$ cat src/rtl/fp_mul_pipe.sv
// rtl/fp_mul_pipe.sv - 3-stage pipelined floating-point multiplier with valid/ready handshake
//
// Purpose: multiplies two packed {sgn, exp, mant} operands. Denormals are treated
// as zero and results that would be denormal flush to +0. Rounding is truncate or
// round-to-nearest-even, chosen per item.
//
// Ports:
//   clk_i, rst_ni               clock, asynchronous active-low reset
//   in_valid_i / in_ready_o     operand handshake
//   op_a_i, op_b_i, rnd_rne_i   operands and rounding mode (1 = RNE)
//   out_valid_o / out_ready_i   result handshake
//   result_o, flags_o           product and {invalid, overflow, underflow}
module fp_mul_pipe #(
    parameter int ExpW  = 8,
    parameter int MantW = 7,
    localparam int W    = 1 + ExpW + MantW
) (
    input  logic         clk_i,
    input  logic         rst_ni,
    input  logic         in_valid_i,
    output logic         in_ready_o,
    input  logic [W-1:0] op_a_i,
    input  logic [W-1:0] op_b_i,
    input  logic         rnd_rne_i,
    output logic         out_valid_o,
    input  logic         out_ready_i,
    output logic [W-1:0] result_o,
    output logic [2:0]   flags_o
);

    localparam int PW   = 2 * MantW + 2;
    localparam int EW2  = ExpW + 2;
    localparam int BIAS = (1 << (ExpW - 1)) - 1;
    localparam int EMAX = (1 << ExpW) - 1;

    // Ready chain: a stage can load when it is empty or its content moves on.
    logic s1_valid_q, s2_valid_q, s3_valid_q;
    logic s1_rdy, s2_rdy, s3_rdy;

    assign s3_rdy     = !s3_valid_q || out_ready_i;
    assign s2_rdy     = !s2_valid_q || s3_rdy;
    assign s1_rdy     = !s1_valid_q || s2_rdy;
    assign in_ready_o = s1_rdy;

    // ---------------- S1: classify and multiply ----------------
    logic [ExpW-1:0]  exp_a, exp_b;
    logic [MantW-1:0] mant_a, mant_b;
    logic             zero_a, zero_b, inf_a, inf_b, nan_a, nan_b;
    logic             s1_inv_d, s1_zero_d, s1_inf_d, s1_sgn_d;
    logic [PW-1:0]    s1_prod_d;
    logic [EW2-1:0]   s1_exp_d;

    assign exp_a  = op_a_i[W-2 -: ExpW];
    assign exp_b  = op_b_i[W-2 -: ExpW];
    assign mant_a = op_a_i[MantW-1:0];
    assign mant_b = op_b_i[MantW-1:0];
    assign zero_a = (exp_a == '0);
    assign zero_b = (exp_b == '0);
    assign inf_a  = (&exp_a) && (mant_a == '0);
    assign inf_b  = (&exp_b) && (mant_b == '0);
    assign nan_a  = (&exp_a) && (mant_a != '0);
    assign nan_b  = (&exp_b) && (mant_b != '0);

    assign s1_inv_d  = nan_a || nan_b || (inf_a && zero_b) || (zero_a && inf_b);
    assign s1_zero_d = zero_a || zero_b;
    assign s1_inf_d  = inf_a || inf_b;
    assign s1_sgn_d  = op_a_i[W-1] ^ op_b_i[W-1];
    assign s1_prod_d = PW'({1'b1, mant_a}) * PW'({1'b1, mant_b});
    assign s1_exp_d  = EW2'(exp_a) + EW2'(exp_b);

    logic           s1_inv_q, s1_zero_q, s1_inf_q, s1_sgn_q, s1_rne_q;
    logic [PW-1:0]  s1_prod_q;
    logic [EW2-1:0] s1_exp_q;

    always_ff @(posedge clk_i or negedge rst_ni) begin
        if (!rst_ni) begin
            s1_valid_q <= 1'b0;
            s1_inv_q   <= 1'b0;
            s1_zero_q  <= 1'b0;
            s1_inf_q   <= 1'b0;
            s1_sgn_q   <= 1'b0;
            s1_rne_q   <= 1'b0;
            s1_prod_q  <= '0;
            s1_exp_q   <= '0;
        end else if (s1_rdy) begin
            s1_valid_q <= in_valid_i;
            if (in_valid_i) begin
                s1_inv_q  <= s1_inv_d;
                s1_zero_q <= s1_zero_d;
                s1_inf_q  <= s1_inf_d;
                s1_sgn_q  <= s1_sgn_d;
                s1_rne_q  <= rnd_rne_i;
                s1_prod_q <= s1_prod_d;
                s1_exp_q  <= s1_exp_d;
            end
        end
    end

    // ---------------- S2: normalise and round ----------------
    logic             norm;
    logic [PW-2:0]    nprod;     // product with the leading 1 dropped
    logic [MantW-1:0] mant_t;
    logic             guard, sticky, inc, carry;
    logic [MantW-1:0] s2_mant_d;
    logic [EW2-1:0]   s2_exp_d;

    assign norm   = s1_prod_q[PW-1];
    assign nprod  = norm ? s1_prod_q[PW-2:0] : {s1_prod_q[PW-3:0], 1'b0};
    assign mant_t = nprod[PW-2 -: MantW];
    assign guard  = nprod[PW-2-MantW];
    assign sticky = |nprod[PW-3-MantW:0];
    assign inc    = s1_rne_q && guard && (sticky || mant_t[0]);
    assign {carry, s2_mant_d} = {1'b0, mant_t} + (MantW + 1)'(inc);
    // Wraps modulo 2^EW2, which is exactly the two's complement signed result.
    assign s2_exp_d = s1_exp_q + EW2'(norm) + EW2'(carry) - EW2'(BIAS);

    logic             s2_inv_q, s2_zero_q, s2_inf_q, s2_sgn_q;
    logic [MantW-1:0] s2_mant_q;
    logic [EW2-1:0]   s2_exp_q;

    always_ff @(posedge clk_i or negedge rst_ni) begin
        if (!rst_ni) begin
            s2_valid_q <= 1'b0;
            s2_inv_q   <= 1'b0;
            s2_zero_q  <= 1'b0;
            s2_inf_q   <= 1'b0;
            s2_sgn_q   <= 1'b0;
            s2_mant_q  <= '0;
            s2_exp_q   <= '0;
        end else if (s2_rdy) begin
            s2_valid_q <= s1_valid_q;
            if (s1_valid_q) begin
                s2_inv_q  <= s1_inv_q;
                s2_zero_q <= s1_zero_q;
                s2_inf_q  <= s1_inf_q;
                s2_sgn_q  <= s1_sgn_q;
                s2_mant_q <= s2_mant_d;
                s2_exp_q  <= s2_exp_d;
            end
        end
    end

    // ---------------- S3: special cases and output register ----------------
    logic [W-1:0] res_d;
    logic [2:0]   flags_d;

    always_comb begin
        res_d   = '0;
        flags_d = 3'b000;
        if (s2_inv_q) begin
            res_d   = {1'b0, {ExpW{1'b1}}, 1'b1, {(MantW - 1){1'b0}}};
            flags_d = 3'b100;
        end else if (s2_zero_q) begin
            res_d   = '0;
        end else if (s2_inf_q) begin
            res_d   = {s2_sgn_q, {ExpW{1'b1}}, {MantW{1'b0}}};
        end else if ($signed(s2_exp_q) <= $signed(EW2'(0))) begin
            res_d   = '0;
            flags_d = 3'b001;
        end else if ($signed(s2_exp_q) >= $signed(EW2'(EMAX))) begin
            res_d   = {s2_sgn_q, {ExpW{1'b1}}, {MantW{1'b0}}};
            flags_d = 3'b010;
        end else begin
            res_d   = {s2_sgn_q, s2_exp_q[ExpW-1:0], s2_mant_q};
        end
    end

    logic [W-1:0] res_q;
    logic [2:0]   flags_q;

    always_ff @(posedge clk_i or negedge rst_ni) begin
        if (!rst_ni) begin
            s3_valid_q <= 1'b0;
            res_q      <= '0;
            flags_q    <= 3'b000;
        end else if (s3_rdy) begin
            s3_valid_q <= s2_valid_q;
            if (s2_valid_q) begin
                res_q   <= res_d;
                flags_q <= flags_d;
            end
        end
    end

    assign out_valid_o = s3_valid_q;
    assign result_o    = res_q;
    assign flags_o     = flags_q;

endmodule
$ cat config.mk
export PLATFORM = sky130hd
export DESIGN_NAME = fp_mul_pipe
export DESIGN_NICKNAME = d
export VERILOG_FILES = /design/src/rtl/fp_mul_pipe.sv
export SDC_FILE = /design/constraint.sdc
export NUM_CORES = 1
export LEC_CHECK = 0
export ABC_AREA = 0
export BUFFER_PORTS_ARGS = -buffer_cell sky130_fd_sc_hd__buf_4
export CORE_ASPECT_RATIO = 0.6
export CORE_MARGIN = 3
export CORE_UTILIZATION = 47
export DETAILED_ROUTE_END_ITERATION = 16
export PLACE_DENSITY = 0.66
export SLEW_MARGIN = 20
export SYNTH_ARGS = -nofsm -noshare
export SYNTH_HDL_FRONTEND = slang
export SYNTH_SLANG_ARGS = --single-unit
$ cat constraint.sdc
create_clock -name clk_i -period 3.45 [get_ports clk_i]
set_input_delay 0.69 -clock clk_i [delete_from_list [all_inputs] [get_ports clk_i]]
set_output_delay 0.69 -clock clk_i [all_outputs]
set_load 0.01 [all_outputs]
* After elaboration in Yosys (flattened, before gate mapping)
Index checks and enable logic that the tools add are counted.
Word-level totals: register bits 74, logic and storage cells 70, output and inout port bits 21, input port bits 37
Cells by class: $add $sub $neg 5, bitwise gates (word level) 1, magnitude comparators 2, $mul 1, mux-type cells 11, reductions and logical operators 32
Operator list (number):
- 16-bit 2-to-1 mux | 4
- 15-bit 2-to-1 mux | 2
- 10-bit by 1-bit adder with 10-bit output | 2
- 8-bit logical NOT | 2
- 8-bit by 8-bit multiplier with 16-bit output | 1
- 8-bit AND reduction | 2
- 7-bit logical NOT | 2
- 7-bit nonzero test | 2
- 10-bit by 9-bit greater-or-equal comparator with 1-bit output (second input constant) | 1
- 10-bit by 1-bit <= comparator with 1-bit output (second input constant) | 1
- 10-bit by 7-bit subtractor with 10-bit output (second input constant) | 1
- 8-bit by 8-bit adder with 9-bit output | 1
- 1-bit logical OR | 9
- 7-bit by 1-bit adder with 8-bit output | 1
- 1-bit logical AND | 8
- 2-bit 2-to-1 mux | 4
- 7-bit OR reduction | 1
- 2-bit AND reduction | 3
- 1-bit logical NOT | 3
- 3-bit 2-to-1 mux | 1
- 1-bit XOR | 1

* Depth between registers and ports, before layout
depth in word-level cells 7, mapped depth 16, mapped depth without buffers 16

* Worst setup path after synthesis
No wires, ideal clock.
kind input to register, start point in op_a_i[4], end point reg s1_prod_q[13], required time 3.330 ns, stages on the path 16, path slack -0.988 ns, library setup time 0.120 ns, data arrival time 4.318 ns, path buffers 1, path through clkbuf_1 > and2_1 > fa_1 > inv_1 > fa_1 > inv_1 > fa_1 > inv_1 > fa_1 > inv_1 > ha_1 > o211ai_1 > a21oi_2 > o2111ai_1 > a21o_1 > a41o_1
On the way: longest elaborated chain between the ends 1
Ends and longest elaborated chain:
- start, declared | RTL line 22 | input logic [W-1:0] op_a_i,
- 8-bit by 8-bit multiplier with 16-bit output | RTL line 68 | assign s1_prod_d = PW'({1'b1, mant_a}) * PW'({1'b1, mant_b});
- end signal, assigned | RTL line 93 | s1_prod_q <= s1_prod_d;
- end, declared | RTL line 72 | logic [PW-1:0] s1_prod_q;
No other way between the ends. A chain may end at the register's enable or synchronous reset.

* Worst setup path after layout
start point in op_a_i[4], end point reg s1_prod_q[14]
The elaborated chain is that of the path after synthesis.

==> results.cfg <==
[run_status]
status = complete, but fails checks
violations = setup timing

[logic_synthesis]
ys_top_cells_by_area = dfrtp_1, fa_1, ha_1, nand2_1, inv_1
ys_seq_area_share_pct = 31.5
syn-num-nets = 753
synth_fa_ha_area_share_pct = 23.7
synth.most_common_cell = nand2_1
yosys.area_share.simple_pct = 16.9
synth_edf_count = 0
synth_top_area_cell = dfrtp_1
synth-xor-area-share_pct = 3.93
synth-seq-cells = 73
netlist.area_leader.share_pct = 31.5
synth-main-ff-cell = dfrtp_1
synth-compound-area-share_pct = 13.9
syn_avg_cell_area_um2 = 9.22
synthTopCellsByCount = nand2_1, inv_1, dfrtp_1
synth_mux_area_share_pct = 3.41
async_flop_share_pct = 100
synth_top_family_by_area = adder cells
yosys.cell_types.count = 52
synth_area_um2 = 5800
synth_warnings = 0
syn_inst = 629

[routing]
via_per_inst = 5.28
drt_wl_total_um = 13700
drc_errors = 0
wl_per_cell_um = 15.2
drtIter0Drc = 233
dr.pass1.iters = 4
antenna_left = 0
vias = 4763

[die]
die_y_um = 92.1
fp-row-count = 30
die_w_um = 149
dieArea_um2 = 13800
coreArea_um2 = 11700
initial_core_util_pct = 49.7
io_pins = 58

[critical_path]
worst_path_largest_cell_delay_ps = 540
slowest_stage = fa_1
crit_buf_inv = 5
cpLargestDelayFamily = adder cells
arrival_ps = 4230
worst_setup_path_end_kind = register
cpMostUsedCell = fa_1
startpoint_type = primary input
worstPathCellList = buf_8, and2_4, fa_1, inv_2, fa_1, inv_1, fa_1, inv_1, fa_1, inv_2, ha_4, o211ai_1, o211ai_1, nand3b_1, and3_1, o31ai_1
critPathMaxFanout = 5
cp.required_ps = 3690
worstSetupPathType = primary input to register

[global_route]
grt_max_degree = 74
grt_antenna_before_repair = 0
track_usage_pct = 21.3
grt_pass1_vias = 4899
grt_pass1_wl_um = 23500
grt_overflow = 0

[clock_tree]
cts_buffer_depth = 2
clk_transition_reported_paths_ps = 60
cts_made_buffers = 9
cts_max_level = 3
cts-root-buf = clkbuf_16
cts_tree = done
cts-hold-fix-buffers = 0
cts_sinks = 73
clock_latency_ps = 330

[sta]
fin_crit_sh_pct = 116
setup_viol = 9
slew_viol_final = 0
relSlewSlack_pct = 39.3
worst_slack_ps = -543
hold_violations = 0
fin_crit_ps = 3990
clock_skew_ps = 7.03
timing.fmax_mhz = 250
rsz0062_at_grt = yes
worst_pin_slew_ps = 911

[run]
max-cap-violations = 0

[final_layout]
diodes = 0
area_delta_synth_final_pct = 26.8
utilization_pct = 63.0
drive_gt1_share_pct = 26.8
fin_nets = 862

[placement]
io_buffers = 57
gp_congestion = 0.861
hpwl_um = 11000
detailedPlace.worstSlack_ps = -947

[pwr]
peakVddDrop_v = 0.000324
power_density_nw_per_um2 = 670
leakagePower_nw = 3.55

[hold_path]
min_path_type = register to register
## layer usage
metal	vias up	GRT usage [%]	share of wire, %
met3	15	3.85	3.6
met2	69	30.4	42
met4	0	4.87	0.91
li1	2332	-	-
met1	2347	33.4	54
met5	-	0	0
## stage by stage
step                      instance area (um2)  power (mW)  TNS (ps)  hold slack (ps)  instances
after floorplan                          5910        2.98     -4950              394        629
after global placement                   6820        3.75     -7870              462        880
after detailed placement                 6820        3.81     -8330              471        880
after CTS                                7260        4.89     -3960              484        898
after global routing                     7360        5.34     -5280              497        902
final                                    7360        4.93     -3800              478        902
## worst min-delay path, cell delays in order (launching register included)
cell	delay, ps
dfrtp_1	340
nand2_1	50
o21ai_0	60
## path summary, 6_finish.rpt
check | startpoint | endpoint | slack, ps | cells after the start
min in group asynchronous | rst_ni | s1_prod_q[0] | 490 | 1
hold reg to reg | s2_mant_q[3] | s2_mant_q[3] | 480 | 2
max in group asynchronous | rst_ni | s1_exp_q[7] | 2370 | 1
hold / removal | s2_mant_q[3] | s2_mant_q[3] | 480 | 2
setup / recovery | op_a_i[4] | s1_prod_q[14] | -540 | 16
setup reg to reg | s1_prod_q[15] | s2_exp_q[8] | 350 | 13
## sequential cells by signal, summed over array words and instances (netlist names)
signal,cells
result_o,16
s1_prod_q,16
s2_exp_q,10
s1_exp_q,9
s2_mant_q,7
flags_o,3
out_valid_o,1
s1_inf_q,1
s1_inv_q,1
s1_rne_q,1
s1_sgn_q,1
s1_valid_q,1
s1_zero_q,1
s2_inf_q,1
s2_inv_q,1
s2_sgn_q,1
s2_valid_q,1
s2_zero_q,1
## report_power, final
part / total [mW] / switching, mW / internal, mW
clock network: 0.942 / 0.346 / 0.596
registers: 1.39 / 0.247 / 1.14
logic: 2.59 / 1.33 / 1.27
## cell families (layout without fill, tap and decap cells)
| family | after synthesis | in the layout |
|---|---|---|
| multiplexers | 18 | 18 |
| AO/OA/AOI/OAI | 131 | 131 |
| XOR/XNOR | 26 | 26 |
| flip-flops | 73 | 73 |
| AND/OR/NAND/NOR | 198 | 198 |
| buffers and inverters | 96 | 209 |
| adder cells (fa/ha/maj) | 87 | 87 |
## placed cells by master (no fill, tap or decap), drive strengths merged, types with 5 or more instances in the layout
master | netlist | final
buf | 10 | 114
nand2 | 82 | 82
inv | 80 | 80
dfrtp | 73 | 73
o21ai | 58 | 58
ha | 49 | 49
fa | 38 | 38
and2 | 35 | 35
a21oi | 31 | 31
nor2 | 25 | 25
xor2 | 15 | 15
mux2 | 14 | 14
xnor2 | 11 | 11
clkbuf | 6 | 11
a21o | 9 | 9
nor3 | 9 | 9
nand2b | 8 | 8
nand4 | 7 | 7
a211oi | 7 | 7
nand3 | 6 | 6
o31ai | 5 | 5
o211ai | 5 | 5
## cell type report
cell class                 count  area, um2
multi-input combinational    460       3800
sequential                    73       1830
fill                        1009       4320
clock buffer                  11        253
tap                          160        200
timing repair buffer         114        916
inverter                      80        308
clock inverter                 4       52.6
## what timing repair did
item                                    CTS  global route
endpoints found under the hold margin     0             0
setup buffers                             3             5
pin swaps                                22            29
endpoints found under the setup margin   10            11
gates resized for setup                  35            19
Power figures use the tool's default switching activity.
